`src/rtl/uart_tx_arbiter.sv`:
```
// uart_tx_arbiter: shares one UART sender between the boot loader and the CPU.
// Boot bytes preempt the CPU FIFO, which drains only once the program is loaded.
module uart_tx_arbiter #(
    parameter int DEPTH = 16
) (
    input  logic                   clock,
    input  logic                   reset,
    input  logic                   i_tx_busy,
    output logic                   o_tx_start,
    output logic [7:0]             o_sdata,
    input  logic                   i_boot_start,
    input  logic [7:0]             i_boot_data,
    output logic                   o_boot_busy,
    input  logic                   i_program_loaded,
    input  logic                   i_cpu_valid,
    input  logic [7:0]             i_cpu_data,
    output logic                   o_cpu_ready,
    output logic [$clog2(DEPTH):0] o_fifo_count
);
    localparam int AW = $clog2(DEPTH);

    typedef enum logic [1:0] {
        IDLE,
        START,
        HOLD,
        DRAIN
    } state_t;

    state_t        r_state;
    logic          r_tx_start;
    logic [7:0]    r_sdata;
    logic          r_pend;
    logic [7:0]    r_pbyte;
    logic [7:0]    r_mem [DEPTH];
    logic [AW-1:0] r_wptr;
    logic [AW-1:0] r_rptr;
    logic [AW:0]   r_count;

    logic w_wr;
    logic w_pop;
    logic w_boot_go;

    assign w_boot_go = (r_state == IDLE) && !i_tx_busy && r_pend;
    assign w_pop     = (r_state == IDLE) && !i_tx_busy && !r_pend
                       && i_program_loaded && (r_count != '0);

    // count never exceeds DEPTH (a power of two), so its MSB means full
    assign o_cpu_ready  = ~r_count[AW];
    assign w_wr         = i_cpu_valid & o_cpu_ready;
    assign o_fifo_count = r_count;
    assign o_boot_busy  = r_pend | (r_state != IDLE) | i_tx_busy;
    assign o_tx_start   = r_tx_start;
    assign o_sdata      = r_sdata;

    always_ff @(posedge clock) begin
        if (w_wr) begin
            r_mem[r_wptr] <= i_cpu_data;
        end
    end

    always_ff @(posedge clock) begin
        if (reset) begin
            r_wptr  <= '0;
            r_rptr  <= '0;
            r_count <= '0;
        end else begin
            if (w_wr) begin
                r_wptr <= r_wptr + 1'b1;
            end
            if (w_pop) begin
                r_rptr <= r_rptr + 1'b1;
            end
            if (w_wr && !w_pop) begin
                r_count <= r_count + 1'b1;
            end else if (!w_wr && w_pop) begin
                r_count <= r_count - 1'b1;
            end
        end
    end

    always_ff @(posedge clock) begin
        if (reset) begin
            r_state    <= IDLE;
            r_tx_start <= 1'b0;
            r_sdata    <= '0;
            r_pend     <= 1'b0;
            r_pbyte    <= '0;
        end else begin
            if (i_boot_start && !r_pend) begin
                r_pend  <= 1'b1;
                r_pbyte <= i_boot_data;
            end
            case (r_state)
                IDLE: begin
                    if (w_boot_go) begin
                        r_pend     <= 1'b0;
                        r_sdata    <= r_pbyte;
                        r_tx_start <= 1'b1;
                        r_state    <= START;
                    end else if (w_pop) begin
                        r_sdata    <= r_mem[r_rptr];
                        r_tx_start <= 1'b1;
                        r_state    <= START;
                    end
                end
                START: begin
                    r_tx_start <= 1'b0;
                    r_state    <= HOLD;
                end
                // sender asserts busy one cycle late, so skip its value here
                HOLD: begin
                    r_state <= DRAIN;
                end
                DRAIN: begin
                    if (!i_tx_busy) begin
                        r_state <= IDLE;
                    end
                end
                default: begin
                    r_tx_start <= 1'b0;
                    r_state    <= IDLE;
                end
            endcase
        end
    end
endmodule

```
`config.mk`:
```
export PLATFORM = sky130hd
export DESIGN_NAME = uart_tx_arbiter
export DESIGN_NICKNAME = d
export VERILOG_FILES = /design/src/rtl/uart_tx_arbiter.sv
export SDC_FILE = /design/constraint.sdc
export NUM_CORES = 1
export LEC_CHECK = 0
export CAP_MARGIN = 20
export CORE_ASPECT_RATIO = 0.5
export CORE_UTILIZATION = 39
export DETAILED_ROUTE_END_ITERATION = 7
export SLEW_MARGIN = 5
export SYNTH_ARGS = -nofsm -noshare
export SYNTH_HDL_FRONTEND = slang
export SYNTH_SLANG_ARGS = --single-unit
```
`constraint.sdc`:
```
create_clock -name clock -period 7.65 [get_ports clock]
set_input_delay 1.1475 -clock clock [delete_from_list [all_inputs] [get_ports clock]]
set_output_delay 1.1475 -clock clock [all_outputs]
set_load 0.005 [all_outputs]
```
==> flow_summary.yaml, run 1 <==
outcome:
  status: "finished clean"
synth:
  synthFlopType: "sky130_fd_sc_hd__edfxtp_1"
  largest_cells_by_area_after_synthesis: "sky130_fd_sc_hd__edfxtp_1 57%, sky130_fd_sc_hd__dfxtp_1 11%, sky130_fd_sc_hd__mux4_2 9.7%, sky130_fd_sc_hd__mux2i_1 4.0%, sky130_fd_sc_hd__nor2_1 3.1%"
  synth_cells: 408
  synth_top_area_share_pct: 56.8
  yosys_register_bits: 165
  avgSynthCellArea_sq_um: 16.6
  cell_area_synth_sq_mm: 0.00676
  ys_seq_area_share_pct: 67.8
  number_of_enable_type_register_cells_in_the_synthesized_netlist: 128
  synth_warn: 0
  synthDistinctLibCells: 39
  async_flop_share_pct: 0
  synthDominantAreaCellType: "sky130_fd_sc_hd__edfxtp_1"
  mappedNetlistNets: 445
  synth.most_common_cell: "sky130_fd_sc_hd__edfxtp_1"
  netlist_top_cells_count: "128 x sky130_fd_sc_hd__edfxtp_1, 56 x sky130_fd_sc_hd__nor2_1, 37 x sky130_fd_sc_hd__dfxtp_1"
layout:
  layoutNonFillerInstCount: 688
  n_fill_cell: 1422
  final_core_util_pct: 47.3
  antenna-diode-count: 0
  final_layout_size_suffix_gt1_share_pct: 15.8
  final_net_count: 485
  areaGrowthSynthToFinish_pct: 16.6
placement:
  gp_congestion: 0.804
  placedCellCount: 656
  port_buffers: 37
  dp_hpwl_um: 8490
sta:
  hold_viol: 0
  maxClockFrequency_mhz: 266
  layout_worst_path_cycle_share_pct: 49.2
  rsz_0062_raised_after_global_routing: "no"
  clock_skew_ns: 0.00983
  final_period_minus_worst_setup_slack_ns: 3.76
  finalMaxSlewViolations: 0
  fin_tns_setup_ns: 0
  final-setup-viol-count: 0
  slew_headroom_pct: 34.9
  worstMarginPinSlew_ns: 0.976
floorplan:
  die-width_um: 188
  count_of_standard_cell_rows: 33
  die_area_sq_mm: 0.0179
  floorplan.die.height_um: 95.1
  initial_utilization_pct: 40.5
  floorplan.io_pins: 38
  core_area_sq_mm: 0.0167
global_routing:
  grt_first_pass_wirelength_um: 20600
  number_of_antenna_violations_at_the_first_check_in_global_routing: 0
  grt_start_max_net_pins: 35
  grt_util_all_layers_pct: 15.8
  vias_in_the_first_global_route: 3524
  grt_overflow_total: 0
critical_path:
  timing.critical_path.required_ns: 7.96
  worst-endpoint-arrival_ns: 4.07
  critical_path.reg2reg.endpoint: "o_fifo_count[4]$_SDFFE_PP0P_"
  worst_setup_path_startpoint: "i_tx_busy"
  critical_path.endpoint: "o_fifo_count[4]$_SDFFE_PP0P_"
  number_of_cell_instances_on_the_worst_register_to_register_path: 12
  crit_path_start_kind: "input port"
  crit-reg2reg-launch: "r_state[1]$_SDFFE_PP0P_"
  critical_path_peak_fanout: 12
  rrSetupSlack_ns: 4.54
  path_class: "input port to flip-flop"
  end_kind: "flip-flop"
routing:
  dr.first_iter.drc_count: 288
  vias_per_cell: 4.99
  via_count: 3434
  drcViolationCount: 0
  routed_wire_length_per_instance_um: 18.8
  routed_wl_um: 12900
  final_antenna_net_count: 0
  drt_pre_antenna_iters: 4
cts:
  cts.reportedPaths.clkPinSlew_ns: 0.07
  clk-insertion-delay-late_ns: 0.42
  cts_tree: "yes"
  h-tree-depth: 4
  cts-root-to-sink-buffers: 2
  numCtsBuffers: 17
  numClockSinks: 165
  ctsRootBufferMaster: "sky130_fd_sc_hd__clkbuf_16"
  postCtsHoldBufs: 0
  postCtsSetupRepairBufs: 0
  ctsResizeCount: 0
job:
  cap_viol_max_count: 0
pwr:
  power.density_mw_per_mm2: 284
  power_w: 0.00224
  p_leak_nw: 2.58
  vdd_ir_drop_max_mv: 0.133
worst_hold_path:
  worst_hold_path_type: "flip-flop to flip-flop"
==> per-stage QoR <==
| stage | hold slack, ns | setup WS [ns] | instance area (sq um) |
|---|---|---|---|
| 2_1_floorplan | 0.461 | 4.30 | 6760 |
| 3_3_place_gp | 0.478 | 3.47 | 7310 |
| 3_5_place_dp | 0.488 | 3.43 | 7310 |
| 4_1_cts | 0.505 | 3.87 | 7890 |
| 5_1_grt | 0.512 | 3.63 | 7890 |
| 6_report | 0.496 | 3.89 | 7890 |
==> cell usage in the layout (no fill, tap or decap), types with 10 or more instances in the layout <==
cell and n:
sky130_fd_sc_hd__nand3_1 12, sky130_fd_sc_hd__ha_1 14, sky130_fd_sc_hd__dfxtp_1 36, sky130_fd_sc_hd__mux2i_1 27, sky130_fd_sc_hd__nor2_1 56, sky130_fd_sc_hd__mux4_2 29, sky130_fd_sc_hd__nand2_1 15, sky130_fd_sc_hd__clkbuf_16 17
sky130_fd_sc_hd__inv_1 10, sky130_fd_sc_hd__clkdlybuf4s50_1 37, sky130_fd_sc_hd__edfxtp_1 128
==> critical path, stage by stage <==
cell                              delay, ns
sky130_fd_sc_hd__clkdlybuf4s50_1       0.50
sky130_fd_sc_hd__nand4bb_4             0.32
sky130_fd_sc_hd__a21oi_2               0.44
sky130_fd_sc_hd__inv_1                 0.10
sky130_fd_sc_hd__ha_1                  0.21
sky130_fd_sc_hd__inv_1                 0.15
sky130_fd_sc_hd__ha_1                  0.29
sky130_fd_sc_hd__a21o_1                0.20
sky130_fd_sc_hd__a21oi_1               0.17
sky130_fd_sc_hd__mux2i_1               0.21
sky130_fd_sc_hd__mux2_2                0.35
==> cell families after synthesis <==
| kind of cell | after synthesis | share of synthesized area, % |
|---|---|---|
| flip-flops | 165 | 67.8 |
| AND/OR/NAND/NOR | 98 | 6.61 |
| multiplexers | 60 | 15.0 |
| buffers and inverters | 32 | 2.96 |
| AO/OA/AOI/OAI | 29 | 3.61 |
| adder cells (fa/ha/maj) | 15 | 2.89 |
| XOR/XNOR | 9 | 1.17 |
==> how the worst min path moves through the flow <==
stage	end	from	slack [ns]	depth (start not counted)
floorplan	r_pbyte[0]$_SDFFE_PP0P_	r_pbyte[0]$_SDFFE_PP0P_	0.46	2
global placement	r_pbyte[5]$_SDFFE_PP0P_	r_pbyte[5]$_SDFFE_PP0P_	0.48	2
detailed placement	r_pbyte[4]$_SDFFE_PP0P_	r_pbyte[4]$_SDFFE_PP0P_	0.49	2
CTS	r_pbyte[4]$_SDFFE_PP0P_	r_pbyte[4]$_SDFFE_PP0P_	0.51	2
global route	r_pbyte[4]$_SDFFE_PP0P_	r_pbyte[4]$_SDFFE_PP0P_	0.51	2
finish	r_pbyte[7]$_SDFFE_PP0P_	r_pbyte[7]$_SDFFE_PP0P_	0.50	2
==> report_power, final <==
group	total, W	switching (W)	internal, W	leakage, nW
clock	0.000821	0.000385	0.000436	0.283
sequential	0.00107	0.0000491	0.00103	1.46
combinational	0.000347	0.000178	0.000170	0.835
total	0.00224	0.000612	0.00163	2.58
==> registers in the layout, indices dropped and copies added (netlist names), 2 cells and up, named ones only <==
signal and cells:
r_state 2, o_fifo_count 5, r_rptr 4, r_mem 128, r_wptr 4, r_pbyte 8
o_sdata 8
==> per-layer routing <==
metal	part of all wire (%)	global-route usage, %	wire length [um]
met5	0	0	0
met4	0.44	5.69	57
met3	4.8	3.50	618
met2	45	24.0	5850
met1	50	22.4	6400
==> area by class of cell <==
type,instances,area (sq um),area share [%]
Sequential cell,165,4590,58.1
Multi-Input combinational cell,211,1980,25.1
Clock buffer,17,425,5.39
Timing Repair Buffer,43,415,5.27
Tap cell,227,284,3.60
Clock inverter,15,155,1.97
Inverter,10,37.5,0.476
Note: power is estimated with default switching activity, not from simulation.
==> inputs of run 2 (changes only) <==
==> constraint.sdc (replaced) <==
create_clock -name clock -period 3.69 [get_ports clock]
set_input_delay 0.5535 -clock clock [delete_from_list [all_inputs] [get_ports clock]]
set_output_delay 0.5535 -clock clock [all_outputs]
set_load 0.005 [all_outputs]
==> run 2 against run 1 <==
Net effect:
- largest cell class unchanged
- critical path type unchanged
- count of clock-buffer cells in the layout is the same
- total power rose by 110%
- routed wire length grew 3.7%
- sequential power grew 110%
==> flow_summary.yaml, run 2 (same netlist as run 1, synthesis figures left out) <==
sta:
  slew_headroom_pct: 37.9
  fin_tns_setup_ns: 0
  final-setup-viol-count: 0
  finalMaxSlewViolations: 0
  worstMarginPinSlew_ns: 0.928
  hold_viol: 0
  hold_ws_ns: 0.500
  rsz_0062_raised_after_global_routing: "no"
  layout_worst_path_cycle_share_pct: 76.9
  maxClockFrequency_mhz: 352
  final_period_minus_worst_setup_slack_ns: 2.84
  clock_skew_ns: 0.00614
critical_path:
  critical_path_peak_fanout: 7
  timing.critical_path.required_ns: 4.00
  crit_path_max_incr_delay_ns: 0.49
  cp_top_family: "buffers and inverters"
  timing.critical_path.depth: 11
  path_class: "input port to flip-flop"
  worst-endpoint-arrival_ns: 3.15
  number_of_cell_instances_on_the_worst_register_to_register_path: 12
  end_kind: "flip-flop"
  crit_path_start_kind: "input port"
  crit_slowest_cell: "sky130_fd_sc_hd__clkdlybuf4s50_1"
  critical_path_buf_inv_count: 3
  cells_along_the_critical_path: "clkdlybuf4s50_1 > nand4bb_4 > a21oi_2 > inv_1 > ha_1 > inv_1 > ha_1 > a21o_1 > a21oi_1 > mux2i_1 > mux2_2"
cts:
  ctsRootBufferMaster: "sky130_fd_sc_hd__clkbuf_16"
  clk-insertion-delay-late_ns: 0.42
  numCtsBuffers: 17
  postCtsHoldBufs: 0
  ctsResizeCount: 0
  postCtsSetupRepairBufs: 0
  cts.reportedPaths.clkPinSlew_ns: 0.07
  cts_tree: "yes"
  cts-root-to-sink-buffers: 2
  h-tree-depth: 4
  numClockSinks: 165
worst_hold_path:
  worst_hold_path_type: "flip-flop to flip-flop"
  min_path_cells: 1
global_routing:
  grt_first_pass_wirelength_um: 20700
  grt_util_all_layers_pct: 16.1
  number_of_antenna_violations_at_the_first_check_in_global_routing: 0
  grt_overflow_total: 0
  vias_in_the_first_global_route: 3575
  grt_start_max_net_pins: 25
placement:
  gp_congestion: 0.773
  port_buffers: 37
  placement.cell_area_sq_mm: 0.00741
  dp_hpwl_um: 8940
  placedCellCount: 671
layout:
  register_containing_the_most_flip_flops_in_the_final_layout: "r_mem"
  final_net_count: 501
  n_fill_cell: 1412
  areaGrowthSynthToFinish_pct: 18.6
  final_cell_mix: "128 x sky130_fd_sc_hd__edfxtp_1, 56 x sky130_fd_sc_hd__nor2_1, 37 x sky130_fd_sc_hd__clkdlybuf4s50_1"
  fin_area_sq_mm: 0.00802
  layout.cells.most_common: "sky130_fd_sc_hd__edfxtp_1"
  antenna-diode-count: 0
  layoutNonFillerInstCount: 704
  largest_register_ffs: 128
  final_layout_size_suffix_gt1_share_pct: 18.4
floorplan:
  die_area_sq_mm: 0.0179
  count_of_standard_cell_rows: 33
  initial_utilization_pct: 40.5
  floorplan.io_pins: 38
  floorplan.die.height_um: 95.1
  die-width_um: 188
  core_area_sq_mm: 0.0167
routing:
  drcViolationCount: 0
  drt_pre_antenna_iters: 4
  routed_wl_um: 13400
  routed_wire_length_per_instance_um: 19.0
  vias_per_cell: 5.11
  dr.first_iter.drc_count: 199
  via_count: 3599
  final_antenna_net_count: 0
pwr:
  p_leak_nw: 2.66
  power.density_mw_per_mm2: 581
  power_w: 0.00466
  vdd_ir_drop_max_mv: 0.250
job:
  cap_viol_max_count: 0
outcome:
  status: "finished clean"
## run 2: cell types whose count changed in the layout (fill, tap and decap cells not counted), sizes merged
| cell | before | now |
|---|---|---|
| clkinv | 6 | 3 |
| inv | 18 | 20 |
| buf | 6 | 22 |
| clkinvlp | 1 | 2 |
## run 2: routing by layer
metal / GRT usage, % / wire length (um) / part of all wire, % / up-vias
li1: - / - / - / 1672
met1: 22.3 / 6600 / 49 / 1839
met2: 24.8 / 6060 / 45 / 72
met3: 3.79 / 543 / 4.1 / 16
met4: 6.37 / 191 / 1.4 / 0
met5: 0 / 0 / 0 / -
## run 2: area by class of cell
cell class	count	area (sq um)	share of cell area, %
clock inverter	15	151	1.89
inverter	10	37.5	0.468
timing repair buffer	59	556	6.93
sequential	165	4590	57.2
clock buffer	17	425	5.31
multi-input combinational	211	1980	24.7
tap	227	284	3.54
## run 2: worst paths after layout
check,start,end,slack (ns)
setup / recovery,i_tx_busy,o_fifo_count[4]$_SDFFE_PP0P_,0.85
hold / removal,o_tx_start$_SDFFE_PP0P_,o_tx_start$_SDFFE_PP0P_,0.50
setup reg to reg,r_state[0]$_SDFFE_PP0P_,o_fifo_count[4]$_SDFFE_PP0P_,0.91
hold reg to reg,o_tx_start$_SDFFE_PP0P_,o_tx_start$_SDFFE_PP0P_,0.50
## run 2: metrics by stage
step	util, %	setup WS (ns)
after floorplan	-	0.932
after global placement	44.4	0.458
after detailed placement	44.4	0.408
after CTS	47.9	0.857
after global routing	48.1	0.659
final	48.1	0.852
## run 2: where the power goes
group	switching [W]	leakage, nW	internal (W)	total [W]
combinational	0.000365	0.922	0.000357	0.000722
sequential	0.000103	1.46	0.00213	0.00223
clock	0.000800	0.280	0.000905	0.00171
total	0.00127	2.66	0.00339	0.00466
==> inputs of run 3 (changes only) <==
==> constraint.sdc (replaced) <==
create_clock -name clock -period 2.45 [get_ports clock]
set_input_delay 0.3675 -clock clock [delete_from_list [all_inputs] [get_ports clock]]
set_output_delay 0.3675 -clock clock [all_outputs]
set_load 0.005 [all_outputs]
==> run 3 against run 2 <==
Net effect:
- critical path depth up 1
- clock skew grew 0.0019 ns
- cell area is 2.8% higher
- critical path type is now flip-flop to flip-flop
- largest cell class unchanged
==> flow_summary.yaml, run 3 (same netlist as run 1, synthesis figures left out) <==
routing:
  routed_wire_length_per_instance_um: 18.5
  final_antenna_net_count: 0
  drcViolationCount: 0
  via_count: 3582
  dr.first_iter.drc_count: 288
  vias_per_cell: 4.98
  routed_wl_um: 13300
  drt_pre_antenna_iters: 5
sta:
  final-setup-viol-count: 0
  fin_tns_setup_ns: 0
  final_period_minus_worst_setup_slack_ns: 2.35
  worstMarginPinSlew_ns: 0.553
  clock_skew_ns: 0.00802
  maxClockFrequency_mhz: 425
  timing.final.ws_setup_ns: 0.0959
  finalMaxSlewViolations: 0
  slew_headroom_pct: 63.0
  layout_worst_path_cycle_share_pct: 96.1
  hold_viol: 0
cts:
  cts-root-to-sink-buffers: 2
  numClockSinks: 165
  cts_tree: "yes"
  ctsRootBufferMaster: "sky130_fd_sc_hd__clkbuf_16"
  numCtsBuffers: 17
  postCtsHoldBufs: 0
  cts.reportedPaths.clkPinSlew_ns: 0.07
  clk-insertion-delay-late_ns: 0.42
  h-tree-depth: 4
critical_path:
  critical-path-top-cell-by-count: "sky130_fd_sc_hd__ha_4"
  worst-endpoint-arrival_ns: 2.67
  end_kind: "flip-flop"
  crit_path_start_kind: "flip-flop"
  critical_path_buf_inv_count: 3
  critical_path_peak_fanout: 4
  cp_top_family: "multiplexers"
  timing.critical_path.required_ns: 2.76
  crit_path_max_incr_delay_ns: 0.36
  cells_along_the_critical_path: "inv_4 > ha_4 > nand4bb_4 > a21oi_4 > inv_2 > ha_4 > inv_6 > ha_4 > a21o_1 > a21oi_2 > mux2i_1 > mux2_2"
  crit_slowest_cell: "sky130_fd_sc_hd__dfxtp_4"
  path_class: "flip-flop to flip-flop"
placement:
  dp_hpwl_um: 8810
  placement.setup.worst_slack_ns: -0.237
  placedCellCount: 684
  placement.cell_area_sq_mm: 0.00760
  port_buffers: 37
  gp_congestion: 0.793
layout:
  antenna-diode-count: 0
  layoutNonFillerInstCount: 720
  largest_register_ffs: 128
  fin_area_sq_mm: 0.00824
  register_containing_the_most_flip_flops_in_the_final_layout: "r_mem"
  final_net_count: 517
  areaGrowthSynthToFinish_pct: 21.8
  final_layout_size_suffix_gt1_share_pct: 24.1
  layout.cells.most_common: "sky130_fd_sc_hd__edfxtp_1"
  final_cell_mix: "128 x sky130_fd_sc_hd__edfxtp_1, 55 x sky130_fd_sc_hd__nor2_1, 37 x sky130_fd_sc_hd__clkdlybuf4s50_1"
job:
  cap_viol_max_count: 0
global_routing:
  grt_start_max_net_pins: 33
  grt_first_pass_wirelength_um: 20600
  grt_overflow_total: 0
  number_of_antenna_violations_at_the_first_check_in_global_routing: 0
  vias_in_the_first_global_route: 3610
  grt_util_all_layers_pct: 16.0
pwr:
  vdd_ir_drop_max_mv: 0.452
  p_leak_nw: 2.75
  power.density_mw_per_mm2: 893
floorplan:
  count_of_standard_cell_rows: 33
  die-width_um: 188
  initial_utilization_pct: 40.5
  floorplan.die.height_um: 95.1
  die_area_sq_mm: 0.0179
  core_area_sq_mm: 0.0167
  floorplan.io_pins: 38
worst_hold_path:
  worst_hold_path_type: "flip-flop to flip-flop"
outcome:
  status: "finished clean"
==> run 3: cell types whose count changed in the layout (fill, tap and decap cells not counted), sizes merged <==
cell and delta:
buf +16, bufinv +1, clkinv +1, clkinvlp -1
inv -1
==> run 3: area by class of cell <==
type / count / area (sq um)
Clock buffer: 17 / 425
Multi-Input combinational cell: 211 / 2030
Tap cell: 227 / 284
Timing Repair Buffer: 75 / 681
Sequential cell: 165 / 4600
Clock inverter: 15 / 174
Inverter: 10 / 47.5
Fill cell: 1410 / 8440
==> run 3: metal layers <==
layer	track usage [%]	up-vias	part of all wire, %
met3	4.12	9	6.4
met4	5.83	0	0.97
li1	-	1704	-
met1	22.2	1780	46
met5	0	-	0
met2	24.6	89	46
==> run 3: final timing paths <==
path | start | endpoint | slack [ns] | depth (start not counted)
max | r_state[0]$_SDFFE_PP0P_ | o_fifo_count[4]$_SDFFE_PP0P_ | 0.1 | 12
min | r_pbyte[0]$_SDFFE_PP0P_ | r_pbyte[0]$_SDFFE_PP0P_ | 0.50 | 2
max reg2reg | r_state[0]$_SDFFE_PP0P_ | o_fifo_count[4]$_SDFFE_PP0P_ | 0.1 | 12
min reg2reg | r_pbyte[0]$_SDFFE_PP0P_ | r_pbyte[0]$_SDFFE_PP0P_ | 0.50 | 2
==> run 3: timing repair <==
action | 4_1_cts | 5_1_grt
hold endpoints to repair | 0 | 0
endpoints found under the setup margin | 0 | 1
resized for setup | 0 | 5
setup buffers | 0 | 4
==> run 3: worst min-delay path: stages, from the launching register on <==
cell	delay, ns
sky130_fd_sc_hd__dfxtp_1	0.33
sky130_fd_sc_hd__mux2i_1	0.07
sky130_fd_sc_hd__nor2_1	0.07
==> run 3: where the power goes <==
group / internal, W / switching, W
clock: 0.00146 / 0.00120
combinational: 0.000705 / 0.000649
sequential: 0.00321 / 0.000140
total: 0.00538 / 0.00199
==> run 3: stage by stage <==
stage / util, % / hold slack [ns] / total power, W
after floorplan: - / 0.461 / 0.00415
after global placement: 45.5 / 0.480 / 0.00469
after detailed placement: 45.5 / 0.487 / 0.00473
after CTS: 49.1 / 0.502 / 0.00739
after global routing: 49.4 / 0.521 / 0.00769
final: 49.4 / 0.501 / 0.00736
==> RTL edit 1 (flow settings as in run 1) <==
Change the parameter `DEPTH` from 16 to 32.
--- a/src/rtl/uart_tx_arbiter.sv
+++ b/src/rtl/uart_tx_arbiter.sv
@@ -1,7 +1,7 @@
 // uart_tx_arbiter: shares one UART sender between the boot loader and the CPU.
 // Boot bytes preempt the CPU FIFO, which drains only once the program is loaded.
 module uart_tx_arbiter #(
-    parameter int DEPTH = 16
+    parameter int DEPTH = 32
 ) (
     input  logic                   clock,
     input  logic                   reset,
Interface: changed (resized o_fifo_count); port bits go from 38 to 39. The function was not compared with the original's and may differ.
==> RTL edit 1 against run 1 <==
  * Final area rose by 72%
  * Largest cell class unchanged
  * Utilization is 1.1 points lower
  * Critical endpoint is now o_fifo_count[5]
  * Sequential power up 76%
  * Largest power group unchanged
  * Critical path type unchanged
  * Non-clock buffer count is 7 higher
  * Total power is 74% higher
  * Sequential cell count rose by 132
  * Area after synthesis grew 75%
  * Global-route usage is 1.4 points higher
  * Final cell count increased by 67%
  * Routed wire length grew 100%
  * Worst hold slack better by 0.0022 ns
  * Worst setup slack lost 0.25 ns
==> RTL edit 1: results (changes against run 1) <==
Peak VDD IR = 0.0001940 V (+46%)
Placer Congestion = 0.8310 (+3.3%)
Synthesized Nets = 728 (+64%)
IO Port Bufs = 38 (+2.7%)
Crit path max fanout = 11 (-1)
Main synth FF type = edfxtp_1
Reg2Reg Depth = 13 (+1)
Vias = 6289 (+83%)
Num CTS Buffers = 28 (+11)
Placed cell areas = 12620 µm² (+73%)
Post-Route M1 WL = 12000 µm (+87%)
Post-synthesis sequential area ratio = 71.82% (+4.0 points)
Cells after DPL = 1098 (+67%)
DP HPWL = 16750 µm (+97%)
First-pass GRT wire length = 39990 µm (+94%)
Routed wire length on met3 = 1363 µm (+120%)
Leakage Power = 0.004286 µW (+66%)
Mapped Cells = 690 (+69%)
Synth area leaders = edfxtp_1 (65%), mux4_2 (7.6%), dfxtp_1 (6.9%), mux2i_1 (4.6%), nor2_1 (2.4%)
Clock buffer depth = 3 (+1)
Final nets = 775 (+60%)
GR Util met1 = 24.19% (+1.8 points)
Largest net degree at the start of global routing = 54 (+54%)
Detailed-route wire length per cell = 22.97 µm (+22%)
EDFF count, synth = 256 (+100%)
Post-synth cell types = 55 (+41%)
Clock latency on the worst-skew pair = 0.55 ns (+0.13 ns)
Critical Path End = o_fifo_count[5]
H-tree lvl count = 1 (-3)
Worst r2r src = r_state[0]
Number of global-route vias before repair = 6373 (+81%)
Layout cells sized above 1 = 14.51% (-1.3 points)
R2r setup slk = 4.01 ns (-0.53 ns)
F_max = 248.9 MHz (-6.3%)
Drt first pass iters = 5 (+1)
Overall routing resource usage = 17.16% (+1.4 points)
Met3 Use GR = 3.206% (-0.29 points)
DP Worst Slack = 3.090 ns (-0.3434 ns)
Max Clock Skew = 0.01958 ns (+0.009744 ns)
Status = complete, no violations
Initial DRC Count = 628 (+120%)
Commonest cells in the netlist = edfxtp_1 (256), nor2_1 (77), mux2i_1 (54)
Worst-Margin Slew = 1.031 ns (+0.05545 ns)
Worst Path Required = 8.09 ns (+0.13 ns)
[RTL edit 1: cell count changes in the layout (fill, tap and decap cells not counted), sizes merged, moves of 16 or more]
cell / run 1 / this run
edfxtp: 128 / 256
mux2i: 27 / 54
nor2: 56 / 77
a221oi: 0 / 18
clkbuf: 17 / 33
[RTL edit 1: cell type report]
class	instances	area, µm²
Multi-Input combinational cell	345	3087
Clock buffer	33	740.7
Sequential cell	297	8513
Clock inverter	18	215.2
Fill cell	2542	15820
Timing Repair Buffer	50	478.0
Tap cell	391	489.2
Inverter	15	56.30
[RTL edit 1: kinds of logic (layout without fill, tap and decap cells)]
logic type      Yosys count  count (layout)  share of synthesized area, %
fa+ha+maj                16              16                         1.753
buf+inv                  48             116                         2.123
mux                     103             103                         13.02
simple gates            122             122                         4.510
flops                   297             297                         71.82
compound gates           93              93                         5.957
xor+xnor                 11              11                        0.8132
[RTL edit 1: worst min-delay path by stage]
stage / from / to / slack (ns) / depth (start not counted)
after floorplan: r_pbyte[1] / r_pbyte[1] / 0.45 / 2
after global placement: r_rptr[1] / register / 0.48 / 2
after detailed placement: r_rptr[1] / register / 0.49 / 2
after CTS: r_rptr[1] / register / 0.50 / 2
after global routing: o_sdata[7] / o_sdata[7] / 0.54 / 2
final: r_rptr[1] / register / 0.50 / 2
[RTL edit 1: worst max-delay path, stage by stage]
cell,delay (ns)
clkdlybuf4s50_1,0.46
nor3b_1,0.28
o311a_1,0.51
inv_2,0.20
ha_1,0.29
inv_1,0.20
ha_1,0.27
a21o_1,0.18
a21oi_1,0.28
o21ai_0,0.13
o311ai_0,0.13
mux2_2,0.38
[RTL edit 1: report_power, final]
group	switching (µW)	internal, µW
Sequential	65.5	1820
Combinational	305	275
Clock	587	859
Total	957	2950
==> RTL edit 2 (config.mk and constraints of run 1) <==
Made on the original files. The 4 states of `state_t` get a one-hot encoding in 4 bits.
--- a/src/rtl/uart_tx_arbiter.sv
+++ b/src/rtl/uart_tx_arbiter.sv
@@ -19,11 +19,11 @@
 );
     localparam int AW = $clog2(DEPTH);
 
-    typedef enum logic [1:0] {
-        IDLE,
-        START,
-        HOLD,
-        DRAIN
+    typedef enum logic [3:0] {
+        IDLE  = 4'b0001,
+        START = 4'b0010,
+        HOLD  = 4'b0100,
+        DRAIN = 4'b1000
     } state_t;
 
     state_t        r_state;
Behaviour: same outputs for any inputs over 10 cycles, from zero or initial values and one cycle with reset high; not proved beyond that.
==> RTL edit 2 against run 1 <==
  * Final cell count increased by 2.8%
  * Non-clock buffer count increased by 1
  * Die area decreased by 0.91%
  * Via count increased by 6.1%
  * Sequential cell count increased by 2
  * Area after synthesis decreased by 0.93%
  * Worst setup slack improved by 0.071 ns
  * Utilization increased by 0.19 points
  * Final area about the same
  * Routed wire length increased by 5.2%
  * Clock power increased by 6.1%
  * Maximum frequency increased by 1.9%
  * Total power increased by 0.73%
==> RTL edit 2: results (changes against run 1) <==
Status = complete, no violations
IO Port Bufs = 37 (unchanged)
Final nets = 499 (+2.9%)
Max Clock Skew = 0.006672 ns (-0.003161 ns)
Overall routing resource usage = 16.35% (+0.56 points)
CP max stage cell = nor2b_1
R2r setup slk = 4.69 ns (+0.15 ns)
Avg Cell Area, Syn = 15.73 µm² (-5.1%)
DP HPWL = 8472 µm (-0.19%)
Synth Area in Adders = 1.979% (-0.91 points)
Post-synth cell types = 41 (+5.1%)
Synthesized Nets = 458 (+2.9%)
Placer Congestion = 0.7524 (-6.5%)
Hold Crit Endpoint = o_sdata[7]
Cells after DPL = 675 (+2.9%)
Placed cell areas = 7273 µm² (-0.45%)
First-pass GRT wire length = 20910 µm (+1.6%)
HP Start = o_sdata[7]
Routed wire length = 13600 µm (+5.2%)
Crit path max fanout = 9 (-3)
DP Worst Slack = 3.563 ns (+0.1297 ns)
Compound-Gate Fraction of Synth Area = 3.697% (+0.090 points)
Via density = 5.156 (+3.3%)
Post-synthesis mux area share = 12.12% (-2.9 points)
Worst r2r src = r_state[3]
Vias = 3645 (+6.1%)
Post-synthesis xor/xnor area fraction = 1.569% (+0.40 points)
Largest net degree at the start of global routing = 41 (+17%)
Worst Path Required = 8.00 ns (+0.04 ns)
Commonest cells in the netlist = edfxtp_1 (128), nor2_1 (44), dfxtp_1 (39)
Post-synthesis sequential area ratio = 69.02% (+1.2 points)
Top Family by Delay on Critical Path = simple AND/OR/NAND/NOR gates
Drt first pass iters = 5 (+1)
Layout cells sized above 1 = 13.54% (-2.3 points)
Max-Slew Margin vs Limit = 39.88% (+4.9 points)
Peak VDD IR = 0.0001702 V (+28%)
Leakage Power = 0.002595 µW (+0.70%)
Critical path's largest stage delay = 0.69 ns (+0.19 ns)
CTS clk-pin slew, worst paths = 0.07 ns (about the same)
Synth area leaders = edfxtp_1 (57%), dfxtp_1 (12%), mux4_2 (7.1%), mux2i_1 (3.9%), nor2_1 (2.5%)
Post-CTS Setup Bufs = 0 (unchanged)
Reg2Reg Depth = 11 (-1)
Buf+Inv Stages, Crit Path = 2 (-1)
Initial DRC Count = 423 (+47%)
RTL edit 2: cell families after synthesis:
family          after synthesis
fa+ha+maj                    10
simple gates                126
buf+inv                      27
compound gates               34
mux                          50
flops                       167
xor+xnor                     12
RTL edit 2: layout make-up:
cell class | count | area [µm²] | share of cell area [%]
tap | 227 | 284.0 | 3.605
clock inverter | 15 | 180.2 | 2.287
sequential | 167 | 4626 | 58.71
timing repair buffer | 44 | 422.9 | 5.368
clock buffer | 17 | 425.4 | 5.399
inverter | 5 | 18.77 | 0.2382
multi-input combinational | 232 | 1922 | 24.39
RTL edit 2: report_power, final:
group / switching (µW) / leakage [µW] / internal [µW]
clock network: 402 / 0.000291 / 470
logic: 162 / 0.000829 / 155
registers: 42.7 / 0.00147 / 1030
RTL edit 2: metrics by stage:
| stage | hold slack, ns | power, µW | util, % |
|---|---|---|---|
| after floorplan | 0.4511 | 1282 | - |
| after global placement | 0.4521 | 1401 | 43.73 |
| after CTS | 0.4870 | 2273 | 47.47 |
| after detailed placement | 0.4706 | 1409 | 43.82 |
| final | 0.4836 | 2259 | 47.47 |
| after global routing | 0.5053 | 2347 | 47.47 |
RTL edit 2: how the worst max path moves through the flow:
stage                startpoint         endpoint  slack (ns)  cells after the start
5_1_grt             i_cpu_valid  o_fifo_count[4]        3.83                     10
2_1_floorplan  i_program_loaded  o_fifo_count[4]        4.48                     10
3_5_place_dp        i_cpu_valid  o_fifo_count[4]        3.56                     10
6_report            i_cpu_valid  o_fifo_count[4]        3.96                     10
3_3_place_gp        i_cpu_valid  o_fifo_count[4]        3.65                     10
4_1_cts             i_cpu_valid  o_fifo_count[4]        4.00                     10
RTL edit 2: layer usage:
metal / vias up / track usage (%) / routed length [µm]
li1: 1707 / - / -
met1: 1840 / 23.93 / 6695
met2: 88 / 23.88 / 6095
met3: 10 / 3.456 / 652
met4: 0 / 6.148 / 155
met5: - / 0 / 0
